`config.mk`:
```
export PLATFORM = sky130hd
export DESIGN_NAME = kmac_bytepad
export DESIGN_NICKNAME = d
export VERILOG_FILES = /design/src/rtl/kmac_bytepad.sv
export SDC_FILE = /design/constraint.sdc
export NUM_CORES = 1
export LEC_CHECK = 0
export ABC_CLOCK_PERIOD_IN_PS = 3100
export BUFFER_PORTS_ARGS = -buffer_cell sky130_fd_sc_hd__buf_2
export CAP_MARGIN = 20
export CORE_UTILIZATION = 49
export CTS_BUF_LIST = sky130_fd_sc_hd__clkbuf_16
export CTS_CLUSTER_DIAMETER = 80
export DETAILED_ROUTE_END_ITERATION = 16
export GPL_TIMING_DRIVEN = 0
export PLACE_DENSITY = 0.79
export SYNTH_ARGS = -nofsm -noshare
export SYNTH_HDL_FRONTEND = slang
export SYNTH_SLANG_ARGS = --single-unit
```
`constraint.sdc`:
```
create_clock -name clk -period 3.1 [get_ports clk]
set_input_delay 0.62 -clock clk [delete_from_list [all_inputs] [get_ports clk]]
set_output_delay 0.62 -clock clk [all_outputs]
set_load 0.005 [all_outputs]
```
`src/rtl/kmac_bytepad.sv`:
```
// kmac_bytepad
//   Streaming bytepad(X, w) stage. Emits left_encode(w) = {0x01, w}, passes
//   the already-encoded string X straight through, then appends 0x00 bytes
//   until the output length is a multiple of w (RATE_BYTES).
//
// Handshake: a byte moves on a channel when valid && ready are both high at
//   a rising clock edge. A producer holding valid high with ready low keeps
//   its data (and last) stable until the transfer happens. valid never
//   depends on ready on the output side except in DATA, where out_valid is
//   the upstream in_valid and in_ready is the downstream out_ready.
//
// Ports:
//   clk, rst_n          clock, asynchronous active-low reset
//   start, x_empty      begin an operation (sampled in IDLE); X has no bytes
//   in_data/valid/last  byte stream of X, in_ready back-pressure
//   out_data/valid/last padded byte stream, out_ready back-pressure
//   busy                state is not IDLE
//   done                one-cycle pulse after the out_last transfer
//   dbg_state           current FSM state for checkers
module kmac_bytepad #(
    parameter int unsigned RATE_BYTES = 168
) (
    input  logic       clk,
    input  logic       rst_n,
    input  logic       start,
    input  logic       x_empty,
    input  logic [7:0] in_data,
    input  logic       in_valid,
    input  logic       in_last,
    output logic       in_ready,
    output logic [7:0] out_data,
    output logic       out_valid,
    output logic       out_last,
    input  logic       out_ready,
    output logic       busy,
    output logic       done,
    output logic [2:0] dbg_state
);

    localparam logic [2:0] S_IDLE = 3'd0;
    localparam logic [2:0] S_PFX0 = 3'd1;
    localparam logic [2:0] S_PFX1 = 3'd2;
    localparam logic [2:0] S_DATA = 3'd3;
    localparam logic [2:0] S_PAD  = 3'd4;

    localparam logic [7:0] RATE_B   = 8'(RATE_BYTES);
    localparam logic [7:0] LAST_POS = 8'(RATE_BYTES - 1);

    logic [2:0] state;
    logic [7:0] pos;
    logic       x_empty_q;
    logic       done_q;

    logic       pos_wrap;
    logic       out_xfer;

    // pos is the index within the current w-byte block of the byte being
    // presented; the byte at LAST_POS closes a block.
    assign pos_wrap = (pos == LAST_POS);
    assign out_xfer = out_valid && out_ready;

    always_comb begin
        out_data  = 8'h00;
        out_valid = 1'b0;
        out_last  = 1'b0;
        in_ready  = 1'b0;
        case (state)
            S_PFX0: begin
                out_data  = 8'h01;
                out_valid = 1'b1;
            end
            S_PFX1: begin
                out_data  = RATE_B;
                out_valid = 1'b1;
                out_last  = x_empty_q && pos_wrap;
            end
            S_DATA: begin
                out_data  = in_data;
                out_valid = in_valid;
                in_ready  = out_ready;
                out_last  = in_valid && in_last && pos_wrap;
            end
            S_PAD: begin
                out_valid = 1'b1;
                out_last  = pos_wrap;
            end
            default: ;
        endcase
    end

    always_ff @(posedge clk or negedge rst_n) begin
        if (!rst_n) begin
            state     <= S_IDLE;
            pos       <= 8'd0;
            x_empty_q <= 1'b0;
            done_q    <= 1'b0;
        end else begin
            done_q <= out_xfer && out_last;
            if (out_xfer) begin
                pos <= pos_wrap ? 8'd0 : pos + 8'd1;
            end
            case (state)
                S_IDLE: begin
                    if (start) begin
                        pos       <= 8'd0;
                        x_empty_q <= x_empty;
                        state     <= S_PFX0;
                    end
                end
                S_PFX0: begin
                    if (out_xfer) state <= S_PFX1;
                end
                S_PFX1: begin
                    if (out_xfer) begin
                        if (!x_empty_q)    state <= S_DATA;
                        else if (pos_wrap) state <= S_IDLE;
                        else               state <= S_PAD;
                    end
                end
                S_DATA: begin
                    if (out_xfer && in_last) begin
                        state <= pos_wrap ? S_IDLE : S_PAD;
                    end
                end
                S_PAD: begin
                    if (out_xfer && pos_wrap) state <= S_IDLE;
                end
                default: state <= S_IDLE;
            endcase
        end
    end

    assign busy      = (state != S_IDLE);
    assign done      = done_q;
    assign dbg_state = state;

endmodule

```
* Word level (Yosys, flattened, before mapping)
Cells that the tools add are included.
Cells by class: $add $sub $neg 1, equal/unequal tests 10, muxes and demuxes 16, reduce and logical (&&, ||, !) cells 12
Operator list (number):
- 2-to-1 mux 8 bit | 4
- one-hot mux 8 bit (3 select lines) | 1
- 2-to-1 mux 3 bit | 7
- one-hot mux 3 bit (5 select lines) | 1
- inequality test 2 bit, second input constant | 5
- adder 8 x 1 -> 8 bit, second input constant | 1
- == test 8 bit, second input constant | 1
- logical AND 1 bit | 7
- == test 3 x 2 -> 1 bit, second input constant | 2
- AND reduction 5 bit | 1
- == test 3 x 1 -> 1 bit, second input constant | 1
- == test 3 bit, second input constant | 1
- zero test 3 bit | 1
- one-hot mux 1 bit (3 select lines) | 1
- nonzero test 3 bit | 1
- OR reduction 3 bit | 1
- one-hot mux 1 bit (2 select lines) | 1
- AND reduction 2 bit | 1
- 2-to-1 mux 1 bit | 1
Storage, ports and cells: bits in registers 13, input bits 15, logic and storage cells 43

* Logic depth before layout (Yosys ltp)
Gate-level depths: netlist of run 1.
depth after elaboration 7, depth in mapped cells 8

* Least setup slack after synthesis of run 1
Ideal clock, no wire load.
kind flip-flop to output port, start point register state[1], in the netlist dbg_state[1], end point output out_last, arrival 1200 ps, required time 2480 ps, path slack 1280 ps, stages on the path, launching flop included 7, path buffers 1, cells stage by stage dfrtp_1 buf_4 inv_1 nor2_1 nand2_1 o22a_1 nor2_1
Between the ends: cells in the longest elaborated chain, start to end 2, elaborated cells on any way between the ends 4
RTL lines:
- start: declaration | RTL line 49 | logic [2:0] state;
- start signal: assignment | RTL line 122 | state <= pos_wrap ? S_IDLE : S_PAD;
- == test 3 bit or == test 3 x 2 -> 1 bit (tied branches) | RTL line 67 | case (state)
- one-hot mux 1 bit (3 select lines) * | RTL line 67
- end: declaration | RTL line 33 | output logic out_last,
Mark *: on every way between the ends. The rest lies on a longest branch, timed or not.

* Final worst setup path of run 1
Same ends and word-level chain as after synthesis.

==> results.yml, run 1 <==
run_status:
  violations: "DRC"
  status: "finished, violations left"
synthesis:
  ys_types: 34
  yosysSeqAreaShare_pct: 37.2
  synth.avg_cell_area_um2: 8.57
  syn_inst: 102
  yosys-top-cells-area: "dfrtp_1 (37%), and3_1 (6.4%), nor2_1 (5.2%)"
  syn_area_um2: 875
  yosysWarnings: 0
  synth_top_area_share_pct: 37.2
  yosys_register_bits: 13
  syn_nets: 118
  synth_area_leader_cell: "dfrtp_1"
floorplanning:
  design.core.area_um2: 1590
  die_y_um: 44.2
  start_util_pct: 54.9
  rows: 14
  die-area_um2: 1960
  dieWidth_um: 44.2
  ios: 31
clocking:
  clock_path_buffers: 2
  clock_sinks: 13
  clk_latency_ps: 250
  cts_tree: "built"
  cts_made_buffers: 3
  htreeDepth: 1
  cts_setup_buffers: 0
  ctsResizeCount: 0
  cts_hold_buffers: 0
  clk_pin_slew_ps: 50
  root_buffer: "clkbuf_16"
route:
  firstDrtPassIters: 10
  final_antenna_net_count: 0
  vias_per_cell: 5.19
  drt_wl_total_um: 1930
  routedWlPerCell_um: 12.1
  drtIter0Drc: 23
  drcViolationCount: 1
  dr_total_vias: 830
sta:
  finalSetupViolCount: 0
  hold_slack_ps: 248
  rsz0062_at_grt: "no"
  min_period_over_period_pct: 75.8
  slew_headroom_pct: 66.9
  fin_tns_setup_ps: 0
  finalCriticalPeriod_ps: 2350
  fmax_mhz: 425
  slew_violations: 0
  tightest_slew_ps: 493
  hold_viol: 0
  fin_skew_ps: 6.03
final_layout:
  fin_util_pct: 71.1
  n_antenna_cell: 0
  multi_input_area_um2: 469
  final_area_um2: 1130
  syn_to_final_growth_pct: 29.6
  fin_nets: 153
  drive_gt1_share_pct: 33.1
  seqCellArea_um2: 325
  final_common_cell: "buf_2"
  fillers: 137
  final_cell_mix: "buf_2 (31), dfrtp_1 (13), nor2_1 (12), nand2_1 (10)"
  fin_cells: 160
setup_path:
  slowest_delay_ps: 330
  crit_path_frequent_cell: "nor2_1"
  critPathLaunchType: "register"
  crit_chain: "buf_4 > inv_1 > nor2_1 > a21oi_1 > o22a_1 > nor2_1 > buf_2"
  cp_max_fo: 10
  worst_ep_required_time_ps: 2480
  arrival_ps: 1730
  path_class: "reg -> out"
  end_kind: "output port"
  worstRegToRegCells: 6
  crit_slowest_cell: "dfrtp_1"
placed_design:
  post_dp_cell_area_um2: 1050
  place.gp.congestion: 0.815
  io_buffers: 30
  dp_hpwl_um: 1480
  place_inst: 156
global_routing:
  grt_pass1_wl_um: 3190
  first_global_vias: 705
  grt_max_degree: 14
  antenna_found_initial: 0
  track_usage_pct: 22.9
  grt_overflow: 0
worst_hold_path:
  min_path_type: "in -> async"
power_and_ir_drop:
  powerDensity_nw_per_um2: 939
  total_leakage_power_nw: 0.594
  ir_drop_mv: 0.711
job:
  cap_violations: 0
-- flip-flops by register name, indices dropped and copies added (netlist names) --
register / flops
dbg_state: 3
done: 1
pos: 8
x_empty_q: 1
-- power by group --
part / internal (W) / switching (W) / leakage (nW) / total, W
logic: 0.000248 / 0.000312 / 0.381 / 0.000560
clock network: 0.000170 / 0.0000742 / 0.0423 / 0.000244
registers: 0.000220 / 0.0000403 / 0.171 / 0.000260
-- cells in the mapped netlist --
library cell and count:
a21oi_1 7, a31oi_1 1, a221oi_1 1, xnor2_1 2, and3_1 9, buf_2 1
o21ai_4 1, o21ai_0 2, nor3_4 1, buf_6 3, a21oi_2 1, nor3_1 3
mux2i_1 1, a311oi_1 1, dfrtp_1 13, o21ai_1 1, nand4_1 2, nand2_1 10
inv_1 8, nand2_4 1, a211o_1 1, nor2_1 12, buf_4 1, o31ai_1 1
o211a_1 1, a22oi_1 1, mux2_2 1, nor2b_1 1, or4_4 1, ha_1 1
nand3_1 6, xor2_1 4, inv_2 1, o22a_1 1
-- logic make-up (layout without fill, tap and decap cells) --
group / after synthesis / after routing / share of synthesized area, %
flops: 13 / 13 / 37.2
buf+inv: 14 / 48 / 9.16
fa+ha+maj: 1 / 1 / 1.43
compound gates: 20 / 20 / 16.2
mux: 2 / 2 / 2.43
xor+xnor: 6 / 6 / 6.01
simple gates: 46 / 46 / 27.6
-- cell type report --
| type | count | share of cell area (%) |
|---|---|---|
| plain buffers | 5 | 4.08 |
| clock buffers | 3 | 6.62 |
| clock inverters | 1 | 0.331 |
| inverters | 9 | 2.98 |
| multi-input cells | 75 | 41.4 |
| flip-flops and latches | 13 | 28.7 |
| well taps | 24 | 2.65 |
| repair buffers | 30 | 13.2 |
-- worst paths after layout --
path | startpoint | end | slack, ps
max reg2reg | dbg_state[1] | pos[7] | 1320
min in group clk | x_empty_q | x_empty_q | 560
max in group asynchronous | rst_n | pos[6] | 2620
min | rst_n | done | 250
min reg2reg | x_empty_q | x_empty_q | 560
max | dbg_state[1] | out_last | 750
-- per-layer routing --
metal / track usage [%] / wire length [µm]
met3: 6.12 / 90
met1: 33.2 / 970
met2: 31.5 / 830
met4: 10.9 / 37
met5: 0 / 0
-- through the flow --
step                total power [W]  worst slack, ps
global placement           0.000807             1070
detailed placement         0.000819             1040
floorplan                  0.000653             1280
finish                      0.00106              749
global route                0.00114              627
CTS                         0.00107              769
-- critical path, delay by kind of cell (launching register included) --
kind | cells | cell delay (ps)
AO/OA/AOI/OAI | 2 | 350
flip-flops | 1 | 330
AND/OR/NAND/NOR | 2 | 420
buffers and inverters | 3 | 380
(Power assumes the default switching activity.)
==> run 2: changes to the inputs <==
Settings changed: ABC_CLOCK_PERIOD_IN_PS 3100 to 2400, CORE_UTILIZATION 49 to 48, PLACE_DENSITY 0.79 to 0.77.
Clock period 3.1 ns to 2.4 ns, I/O delays scaled along.
==> results.yml, run 2 (same netlist as run 1, synthesis figures left out) <==
run_status:
  status: "finished, final reports clean"
power_and_ir_drop:
  seq_power_share_pct: 25.1
  pwr-share-comb_pct: 52.7
  ir_drop_mv: 0.630
  total_leakage_power_nw: 0.594
  intPower_w: 0.000823
  powerDensity_nw_per_um2: 1200
  clkPwrFrac_pct: 22.2
  power_switching_w: 0.000534
  swShare_pct: 39.4
  p_total_w: 0.00136
clocking:
  clock_path_buffers: 2
  clk_latency_ps: 240
  cts_tree: "built"
  cts_made_buffers: 3
  root_buffer: "clkbuf_16"
  ctsResizeCount: 0
  clk_pin_slew_ps: 40
  clock_sinks: 13
  htreeDepth: 1
  cts_hold_buffers: 0
  cts_setup_buffers: 0
final_layout:
  final_common_cell: "buf_2"
  fin_cells: 161
  final_cell_mix: "buf_2 (31), dfrtp_1 (13), nor2_1 (12), nand2_1 (10)"
  largest_reg_flops: 8
  final_area_um2: 1130
  largest-register: "pos"
  n_antenna_cell: 0
  fin_util_pct: 66.4
  drive_gt1_share_pct: 33.1
  fin_nets: 153
  syn_to_final_growth_pct: 29.8
placed_design:
  post_dp_cell_area_um2: 1060
  io_buffers: 30
  dp_hpwl_um: 1520
  place.gp.congestion: 0.825
  place_inst: 157
sta:
  min_period_over_period_pct: 89.2
  slew_headroom_pct: 66.4
  fin_skew_ps: 2.01
  fmax_mhz: 467
  tightest_slew_ps: 501
  slew_violations: 0
  finalSetupViolCount: 0
  hold_viol: 0
  rsz0062_at_grt: "no"
  fin_tns_setup_ps: 0
  finalCriticalPeriod_ps: 2140
setup_path:
  cp_max_fo: 10
  crit_path_frequent_cell: "nor2_1"
  worst_ep_required_time_ps: 1920
  path_class: "reg -> out"
  path_delay_family: "simple AND/OR/NAND/NOR gates"
  crit_slowest_cell: "dfrtp_1"
  end_kind: "output port"
  startpoint: "dbg_state[1]"
  slowest_delay_ps: 340
  critPathLaunchType: "register"
  crit_chain: "buf_4 > inv_1 > nor2_1 > nand2_1 > o22a_1 > nor2_1 > buf_2"
  arrival_ps: 1660
  crit_buf_inv: 3
  crit-reg2reg-launch: "dbg_state[1]"
global_routing:
  grt_pass1_wl_um: 2950
  grt_max_degree: 14
  grt_overflow: 0
  track_usage_pct: 21.2
  antenna_found_initial: 0
  first_global_vias: 663
route:
  drt_wl_total_um: 1910
  firstDrtPassIters: 4
  vias_per_cell: 5.11
  drtIter0Drc: 22
  dr_total_vias: 823
  drcViolationCount: 0
  final_antenna_net_count: 0
  routedWlPerCell_um: 11.8
floorplanning:
  dieWidth_um: 44.7
  design.core.area_um2: 1710
  start_util_pct: 51.2
  rows: 15
  die-area_um2: 2000
  die_y_um: 44.7
  ios: 31
job:
  cap_violations: 0
worst_hold_path:
  min_path_type: "in -> async"
[run 2: per-layer routing]
layer	share of wire [%]	wire length [µm]	vias to the layer above	global-route usage, %
met1	45	856	381	29.2
met4	1.4	27	0	7.27
li1	-	-	421	-
met5	0	0	-	0
met2	48	922	17	31.2
met3	5.2	99	4	7.35
[run 2: path summary, 6_finish.rpt]
check	to	slack [ps]	depth (start not counted)
min in group clk	pos[1]	460	2
worst min register to register	x_empty_q	560	1
worst min-delay path	dbg_state[2]	120	1
worst max register to register	pos[7]	610	6
worst max-delay path	out_last	260	7
max in group asynchronous	pos[6]	2060	1
[run 2: final cells by class]
cell class | instances | area [µm²]
Fill cell | 151 | 573
Multi-Input combinational cell | 75 | 469
Sequential cell | 13 | 325
Timing Repair Buffer | 30 | 150
Clock buffer | 3 | 75.1
Buffer | 5 | 46.3
Inverter | 9 | 33.8
Tap cell | 25 | 31.3
Clock inverter | 1 | 3.75
[run 2: metrics by stage]
stage               worst slack, ps  hold WS (ps)
finish                          260           119
global route                    119           144
CTS                             261           127
detailed placement              523           383
global placement                560           380
floorplan                       708           184
[run 2: worst reg2reg max path: cells and delay by family, from the launching register on]
| kind | cells | cell delay [ps] |
|---|---|---|
| and+or+nand+nor | 3 | 800 |
| AOI/OAI and AO/OA | 2 | 370 |
| buffers and inverters | 1 | 180 |
| DFF | 1 | 370 |
[run 2: power by group through the flow]
| stage | registers (W) | logic (W) | clock network [W] |
|---|---|---|---|
| CTS | 0.000341 | 0.000719 | 0.000309 |
| finish | 0.000341 | 0.000715 | 0.000301 |
| floorplan | 0.000334 | 0.000510 | 0 |
| global route | 0.000351 | 0.000794 | 0.000320 |
| global placement | 0.000337 | 0.000704 | 0 |
| detailed placement | 0.000343 | 0.000715 | 0 |
